==> src/rtl/adder_pkg.sv <==
// Shared definitions for the bit-serial adder/subtractor.
// FSM state encoding and operating-mode constants.
package adder_pkg;

    typedef enum logic [1:0] {
        IDLE = 2'd0,
        BUSY = 2'd1,
        DONE = 2'd2
    } state_t;

    localparam logic ADD = 1'b0;
    localparam logic SUB = 1'b1;

endpackage

==> src/rtl/full_adder.sv <==
// Gate-level full adder: two half-adder stages whose carries are ORed.
module full_adder (
    input  logic a,
    input  logic b,
    input  logic cin,
    output logic sum,
    output logic cout
);

    logic p;
    logic g1;
    logic g2;

    xor u_x1 (p, a, b);
    and u_a1 (g1, a, b);
    xor u_x2 (sum, p, cin);
    and u_a2 (g2, p, cin);
    or  u_o1 (cout, g1, g2);

endmodule

==> src/rtl/serial_adder.sv <==
// Bit-serial adder/subtractor: one full adder, LSB-first, one bit per clock.
module serial_adder
    import adder_pkg::*;
#(
    parameter int WIDTH = 8
) (
    input  logic             clk,
    input  logic             rst,
    input  logic             start,
    input  logic             sub,
    input  logic [WIDTH-1:0] a,
    input  logic [WIDTH-1:0] b,
    input  logic             cin,
    output logic             busy,
    output logic             done,
    output logic [WIDTH-1:0] sum,
    output logic             cout,
    output logic             overflow
);

    localparam int CW = $clog2(WIDTH + 1);
    localparam logic [CW-1:0] LAST = CW'(WIDTH - 1);

    state_t           state;
    logic [WIDTH-1:0] a_sr;
    logic [WIDTH-1:0] b_sr;
    logic [WIDTH-1:0] res_sr;
    logic [WIDTH-1:0] res_nxt;
    logic [CW-1:0]    cnt;
    logic             carry;
    logic             fa_sum;
    logic             fa_cout;

    full_adder u_fa (
        .a    (a_sr[0]),
        .b    (b_sr[0]),
        .cin  (carry),
        .sum  (fa_sum),
        .cout (fa_cout)
    );

    // New sum bit enters at the MSB; written this way so WIDTH=1 needs no special case
    assign res_nxt = WIDTH'({fa_sum, res_sr} >> 1);

    always_ff @(posedge clk or posedge rst) begin
        if (rst) begin
            state    <= IDLE;
            a_sr     <= '0;
            b_sr     <= '0;
            res_sr   <= '0;
            cnt      <= '0;
            carry    <= 1'b0;
            busy     <= 1'b0;
            done     <= 1'b0;
            sum      <= '0;
            cout     <= 1'b0;
            overflow <= 1'b0;
        end else begin
            unique case (state)
                IDLE: begin
                    done <= 1'b0;
                    if (start) begin
                        a_sr  <= a;
                        b_sr  <= (sub == SUB) ? ~b : b;
                        carry <= (sub == ADD) ? cin : 1'b1;
                        cnt   <= '0;
                        busy  <= 1'b1;
                        state <= BUSY;
                    end
                end
                BUSY: begin
                    a_sr   <= a_sr >> 1;
                    b_sr   <= b_sr >> 1;
                    res_sr <= res_nxt;
                    carry  <= fa_cout;
                    cnt    <= cnt + CW'(1);
                    if (cnt == LAST) begin
                        sum      <= res_nxt;
                        cout     <= fa_cout;
                        // carry still holds the carry into the MSB here
                        overflow <= carry ^ fa_cout;
                        busy     <= 1'b0;
                        done     <= 1'b1;
                        state    <= DONE;
                    end
                end
                DONE: begin
                    done  <= 1'b0;
                    state <= IDLE;
                end
                default: begin
                    state <= IDLE;
                end
            endcase
        end
    end

endmodule

==> config.mk <==
export PLATFORM = sky130hd
export DESIGN_NAME = serial_adder
export DESIGN_NICKNAME = d
export VERILOG_FILES = /design/src/rtl/adder_pkg.sv /design/src/rtl/full_adder.sv /design/src/rtl/serial_adder.sv
export SDC_FILE = /design/constraint.sdc
export NUM_CORES = 1
export LEC_CHECK = 0
export CAP_MARGIN = 20
export CORE_ASPECT_RATIO = 0.5
export CORE_MARGIN = 2
export CORE_UTILIZATION = 50
export CTS_CLUSTER_SIZE = 20
export DETAILED_ROUTE_END_ITERATION = 6
export HOLD_SLACK_MARGIN = 0.06
export PLACE_DENSITY = 0.83
export RECOVER_POWER = 50
export SYNTH_ARGS = -nofsm -noshare
export SYNTH_HDL_FRONTEND = slang
export SYNTH_SLANG_ARGS = --single-unit
==> constraint.sdc <==
create_clock -name clk -period 4.4 [get_ports clk]
set_clock_uncertainty 0.05 [all_clocks]
set_input_delay 0.88 -clock clk [delete_from_list [all_inputs] [get_ports clk]]
set_output_delay 0.88 -clock clk [all_outputs]
set_load 0.005 [all_outputs]
==> results.txt, run 1 <==
Status: finished with violations
Failing checks: capacitance limit, slew limit
Die area: 4375 um2
Post-synth top area share: 54.83%
Wire per inst: 14.18 um
Switching Power: 425.8 uW
Area growth syn-to-layout: 21.80%
Site Rows: 15
Fin crit share: 67.97%
Syn Nets: 171
Largest net degree at the start of global routing: 43
RSZ-0062 raised after global routing: no
Register bit total from synthesis: 42
Number of global-route vias before repair: 1175
Htree depth: 2
CTS root buf: clkbuf_8
Fillers: 260
DRT Wirelength: 3.275 mm
Initial Util: 54.04%
Total Routing Usage GR: 16.35%
Initial antenna violation count: 0
Switch share: 30.71%
Drt drc: 0
Gr ovfl total: 0
PD cells: 593.9 nW/um2
Ys Warns: 0
Fin crit period: 2.991 ns
Post-CTS Setup Repair Bufs: 0
# clock sinks: 42
Slew @ Worst Pin: 2.187 ns
Chip Width: 91.57 um
Ys async rst share: 100.0%
Cells after DPL: 223
Clock slew at reported path FFs: 0.08 ns
Final #Nets: 202
Comb pwr share: 34.5%
Count leader, synth: dfrtp_1
PostCTS Resize Cnt: 0
Max VDD drop: 0.1801 mV
Antenna-violating nets left: 0
Final setup vio count: 0
Nature of the critical path startpoint: input pin
WS Path Type: in -> async
Sequential power share: 47.8%
Fin cells: 231
Critical Path End Type: asynchronous set/reset pin
GPL Wtd Cong: 0.7647
Clock power share: 17.7%
First-pass GRT wire length: 5.409 mm
Routed vias/inst: 5.299
Cell count after synthesis: 148
Die Y: 47.78 um
Max Fclk: 334.4 MHz
Crit path max fanout: 42
Post-synth EDFFs: 0
HP Class: reg -> reg
Synth cell types: 31
Final Hold Viols: 0
CP peak stage delay: 1.55 ns
Worst-Skew Late Latency: 0.29 ns
Hold Buf Count CTS: 0
TritonCTS clock tree: built
Final Power: 1387 uW
Rel. slew slack: -45.79%
DR vias: 1224
Synth Cell Area: 1917 um2
CTS Buf Count: 5
DRT Pass-1 Iters: 5
ANT cells: 0
Largest area contributor in the netlist: dfrtp_1
Mean post-synth cell area: 12.95 um2
P_int: 960.7 uW
Port bufs: 32
Final slew viol count: 43
Post-detail-place hpwl: 2.214 mm
Setup TNS: 0 ns
Static Leak: 0.001077 uW
Area of the core: 3547 um2
Sequential element share of the synthesized area: 54.83%
Critical path data required time: 4.30 ns
Synth top area cells: dfrtp_1 55%, mux2_2 6.5%, mux2_4 5.5%, and3b_1 5.5%, xor2_1 4.1%
# IOs: 33
Worst path cell trace: clkdlybuf4s50_1 -> inv_1 -> clkbuf_1
Worst Path Arrival: 2.90 ns
Share of post-route cells with drive strength above 1: 16.67%
Top cells by count, synth: 42 x dfrtp_1, 12 x and3b_1, 11 x mux2_2
Bufs on Longest Clock Path: 2
# Max-Cap Violations: 1
Worst path slowest cell: clkbuf_1
Initial drt markers: 73
Primary FF master, synth: dfrtp_1
==> state kept, by name, summed over array words and instances, names as in the netlist <==
signal,flops
overflow,1
done,1
res_sr,7
a_sr,8
cnt,4
cout,1
busy,1
b_sr,8
carry,1
sum,8
state,2
==> path summary, 6_finish.rpt <==
path / start / endpoint / slack (ns) / cells past startpoint
worst max-delay path: rst / a_sr[6]$_DFFE_PP0P_ / 1.41 / 3
worst min-delay path: a_sr[2]$_DFFE_PP0P_ / a_sr[2]$_DFFE_PP0P_ / 0.45 / 2
worst max register to register: state[0]$_DFFE_PP0P_ / sum[2]$_DFFE_PP0P_ / 1.43 / 3
worst min register to register: a_sr[2]$_DFFE_PP0P_ / a_sr[2]$_DFFE_PP0P_ / 0.45 / 2
max in group clk: state[0]$_DFFE_PP0P_ / sum[2]$_DFFE_PP0P_ / 1.43 / 3
min in group asynchronous: rst / sum[4]$_DFFE_PP0P_ / 1.64 / 3
==> cell type report <==
type	instances	area (um2)	area share (%)
multi-input combinational	94	793.3	33.98
clock inverter	3	18.77	0.8039
inverter	2	7.507	0.3215
timing repair buffer	34	331.6	14.20
sequential	42	1051	45.02
clock buffer	5	68.82	2.947
tap	51	63.81	2.733
==> per-stage QoR <==
| stage | hold slack, ns | instance area [um2] | worst slack (ns) | util [%] |
|---|---|---|---|---|
| detailed placement | 0.4259 | 2258 | 1.761 | 63.67 |
| finish | 0.4464 | 2335 | 1.409 | 65.82 |
| global placement | 0.4162 | 2258 | 1.838 | 63.67 |
| floorplan | 0.4001 | 1917 | 2.496 | - |
| global route | 0.4654 | 2335 | 0.9106 | 65.82 |
| CTS | 0.4452 | 2346 | 1.784 | 66.14 |
==> cell usage in the layout (no fill, tap or decap) <==
| cell | netlist | final |
|---|---|---|
| clkdlybuf4s50_1 | 0 | 32 |
| mux2i_1 | 1 | 1 |
| o21bai_1 | 1 | 1 |
| nand2b_1 | 1 | 1 |
| inv_1 | 2 | 2 |
| xor2_1 | 9 | 9 |
| clkbuf_8 | 0 | 5 |
| clkinv_2 | 0 | 2 |
| a22o_1 | 4 | 4 |
| or2_2 | 1 | 1 |
| fa_1 | 1 | 1 |
| dfrtp_1 | 42 | 42 |
| and3b_1 | 12 | 12 |
| mux2_4 | 7 | 7 |
| ha_1 | 1 | 1 |
| a22oi_1 | 3 | 3 |
| inv_6 | 0 | 1 |
| nor2b_1 | 1 | 2 |
| nand4_1 | 1 | 1 |
| mux2_2 | 11 | 11 |
| clkbuf_1 | 1 | 1 |
| nand2_1 | 9 | 9 |
| a21oi_1 | 7 | 7 |
| nand3_1 | 1 | 1 |
| o21ai_0 | 8 | 8 |
| nor3b_2 | 1 | 1 |
| buf_4 | 1 | 1 |
| a21o_1 | 1 | 1 |
| nor3b_4 | 1 | 1 |
| a211oi_1 | 1 | 1 |
| a221o_1 | 7 | 7 |
| nor2_1 | 3 | 3 |
==> cells by family (layout without fill, tap and decap cells) <==
kind of cell,Yosys count,count (layout),synth area share [%]
and+or+nand+nor,32,32,11.75
adders and majority gates,2,2,1.697
buffers and inverters,12,44,3.394
xor gates and xnor gates,9,9,4.113
DFF,42,42,54.83
AOI/OAI and AO/OA,32,32,11.75
muxes,19,19,12.47
==> worst max-delay path: cells and delay by family <==
kind | cells | cell delay [ns]
buffers and inverters | 3 | 1.99
==> routing by layer <==
layer	vias up	GRT usage, %	part of all wire, %
met5	-	0	0
met4	0	4.848	0.61
met3	2	4.724	4.1
met2	30	27.06	47
met1	603	21.85	49
li1	589	-	-
==> power by group through the flow <==
stage | combinational, uW | clock (uW) | sequential (uW)
2_1_floorplan | 352 | 0 | 627
3_3_place_gp | 469 | 0 | 665
3_5_place_dp | 487 | 0 | 670
4_1_cts | 488 | 250 | 665
5_1_grt | 526 | 268 | 686
6_report | 478 | 246 | 663
No activity file was read; power rests on OpenSTA's default activity.
==> run 2: changes to the inputs <==
==> constraint.sdc (replaced) <==
create_clock -name clk -period 3 [get_ports clk]
set_clock_uncertainty 0.05 [all_clocks]
set_input_delay 0.6 -clock clk [delete_from_list [all_inputs] [get_ports clk]]
set_output_delay 0.6 -clock clk [all_outputs]
set_load 0.005 [all_outputs]
==> run 2 against run 1 <==
Against the previous run: the flow now finishes without violations; sequential share of layout area down 0.43 points; global-route usage up 1.3 points; combinational power up 59%; register-to-register slack worse by 0.83 ns; first-iteration DRC count down 56%; critical path type is now reg -> reg; largest power group unchanged.
==> results.txt, run 2 (same netlist as run 1, synthesis figures left out) <==
Status: finished clean
Initial drt markers: 32
Final slew viol count: 0
Initial antenna violation count: 0
# Max-Cap Violations: 0
Fillers: 250
Crit path max fanout: 13
Static Leak: 0.001092 uW
Wire per inst: 14.92 um
# IOs: 33
HP Class: reg -> reg
Met1 WL: 1.649 mm
RSZ-0062 raised after global routing: no
Worst-Skew Late Latency: 0.29 ns
Gr ovfl total: 0
Antenna-violating nets left: 0
Place WS: 0.8708 ns
DRT Wirelength: 3.492 mm
Critical Path End Type: flop
Final Hold Viols: 0
PostCTS Resize Cnt: 0
Setup TNS: 0 ns
Slew @ Worst Pin: 0.9928 ns
Bufs on Longest Clock Path: 2
Die area: 4375 um2
Max Fclk: 417.0 MHz
Final setup vio count: 0
Area of the core: 3547 um2
First-pass GRT wire length: 5.706 mm
Area of the multi-input gates: 793.3 um2
Met2 WL post-DR: 1.670 mm
Final #Nets: 205
Critical path data required time: 3.13 ns
Die Y: 47.78 um
Port bufs: 32
TritonCTS clock tree: built
ANT cells: 0
WS Path Type: reg -> reg
Number of global-route vias before repair: 1283
Commonest non-fill, non-tap cells in the layout: 42 x dfrtp_1, 31 x clkdlybuf4s50_1, 12 x and3b_1
Total Routing Usage GR: 17.66%
Site Rows: 15
Chip Width: 91.57 um
# clock sinks: 42
Area growth syn-to-layout: 22.98%
GPL Wtd Cong: 0.7037
Initial Util: 54.04%
Htree depth: 2
Drt drc: 0
Worst Path Arrival: 2.53 ns
Fin crit period: 2.398 ns
DR vias: 1255
Storage cell area: 1051 um2
Largest net degree at the start of global routing: 43
Routed vias/inst: 5.363
Post-detail-place hpwl: 2.388 mm
Clock slew at reported path FFs: 0.08 ns
Post-CTS Setup Repair Bufs: 0
Top Registers: a_sr: 8 flops, b_sr: 8 flops, sum: 8 flops
Share of post-route cells with drive strength above 1: 18.03%
Hold Buf Count CTS: 0
CTS root buf: clkbuf_8
Top layer used by detailed routing: met4
Metal3 WL: 132 um
DRT Pass-1 Iters: 4
Rel. slew slack: 33.81%
Max VDD drop: 0.3145 mV
PD cells: 874.5 nW/um2
Nature of the critical path startpoint: flop
Commonest non-fill, non-tap cell in the layout: dfrtp_1
Fin worst setup slack: 0.6017 ns
CTS Buf Count: 5
Fin crit share: 79.94%
==> run 2: changes by cell type in the layout (fill, tap and decap cells not counted) <==
cell             change
clkinv_2             -1
dlygate4sd3_1        +1
inv_6                -1
clkbuf_2             +1
buf_4                +3
clkdlybuf4s50_1      -1
clkinv_4             +1
==> run 2: worst paths after layout <==
path                                 startpoint  slack [ns]                  end  cells past startpoint
max                        state[0]$_DFFE_PP0P_        0.60   sum[2]$_DFFE_PP0P_                      3
min                         a_sr[6]$_DFFE_PP0P_        0.44  a_sr[6]$_DFFE_PP0P_                      2
max reg2reg                state[0]$_DFFE_PP0P_        0.60   sum[2]$_DFFE_PP0P_                      3
min reg2reg                 a_sr[6]$_DFFE_PP0P_        0.44  a_sr[6]$_DFFE_PP0P_                      2
max in group asynchronous                   rst        1.28  b_sr[3]$_DFFE_PP0P_                      3
min in group asynchronous                   rst        1.00   sum[4]$_DFFE_PP0P_                      3
==> run 2: final cells by class <==
| cell class | instances | share of cell area (%) |
|---|---|---|
| sequential | 42 | 44.59 |
| multi-input combinational | 94 | 33.65 |
| timing repair buffer | 37 | 15.07 |
| clock buffer | 6 | 3.079 |
| tap | 51 | 2.707 |
| clock inverter | 2 | 0.5839 |
| inverter | 2 | 0.3185 |
==> run 2: stage by stage <==
stage / utilization (%) / std cells / hold slack, ns / power (uW) / area (um2)
2_1_floorplan: - / 148 / 0.4001 / 1436 / 1917
4_1_cts: 66.74 / 234 / 0.4451 / 2086 / 2367
5_1_grt: 66.46 / 234 / 0.4733 / 2194 / 2357
3_3_place_gp: 64.30 / 226 / 0.4132 / 1675 / 2281
3_5_place_dp: 64.30 / 226 / 0.4261 / 1726 / 2281
6_report: 66.46 / 234 / 0.4441 / 2061 / 2357
==> run 2: critical path, cell delays in order (launching register included) <==
cell and delay (ns):
dfrtp_1 0.36, nor2b_1 0.70, nor3b_4 0.77, mux2_2 0.41
==> run 2: metal layers <==
layer  track usage, %  vias up
li1                 -      598
met3            4.882        8
met5                0        -
met1            20.98      618
met2            31.47       31
met4            9.091        0
==> run 2: power breakdown <==
part / switching, uW / leakage, uW / internal, uW
clock: 195 / 0.0000452 / 164
combinational: 291 / 0.000509 / 467
sequential: 152 / 0.000538 / 792
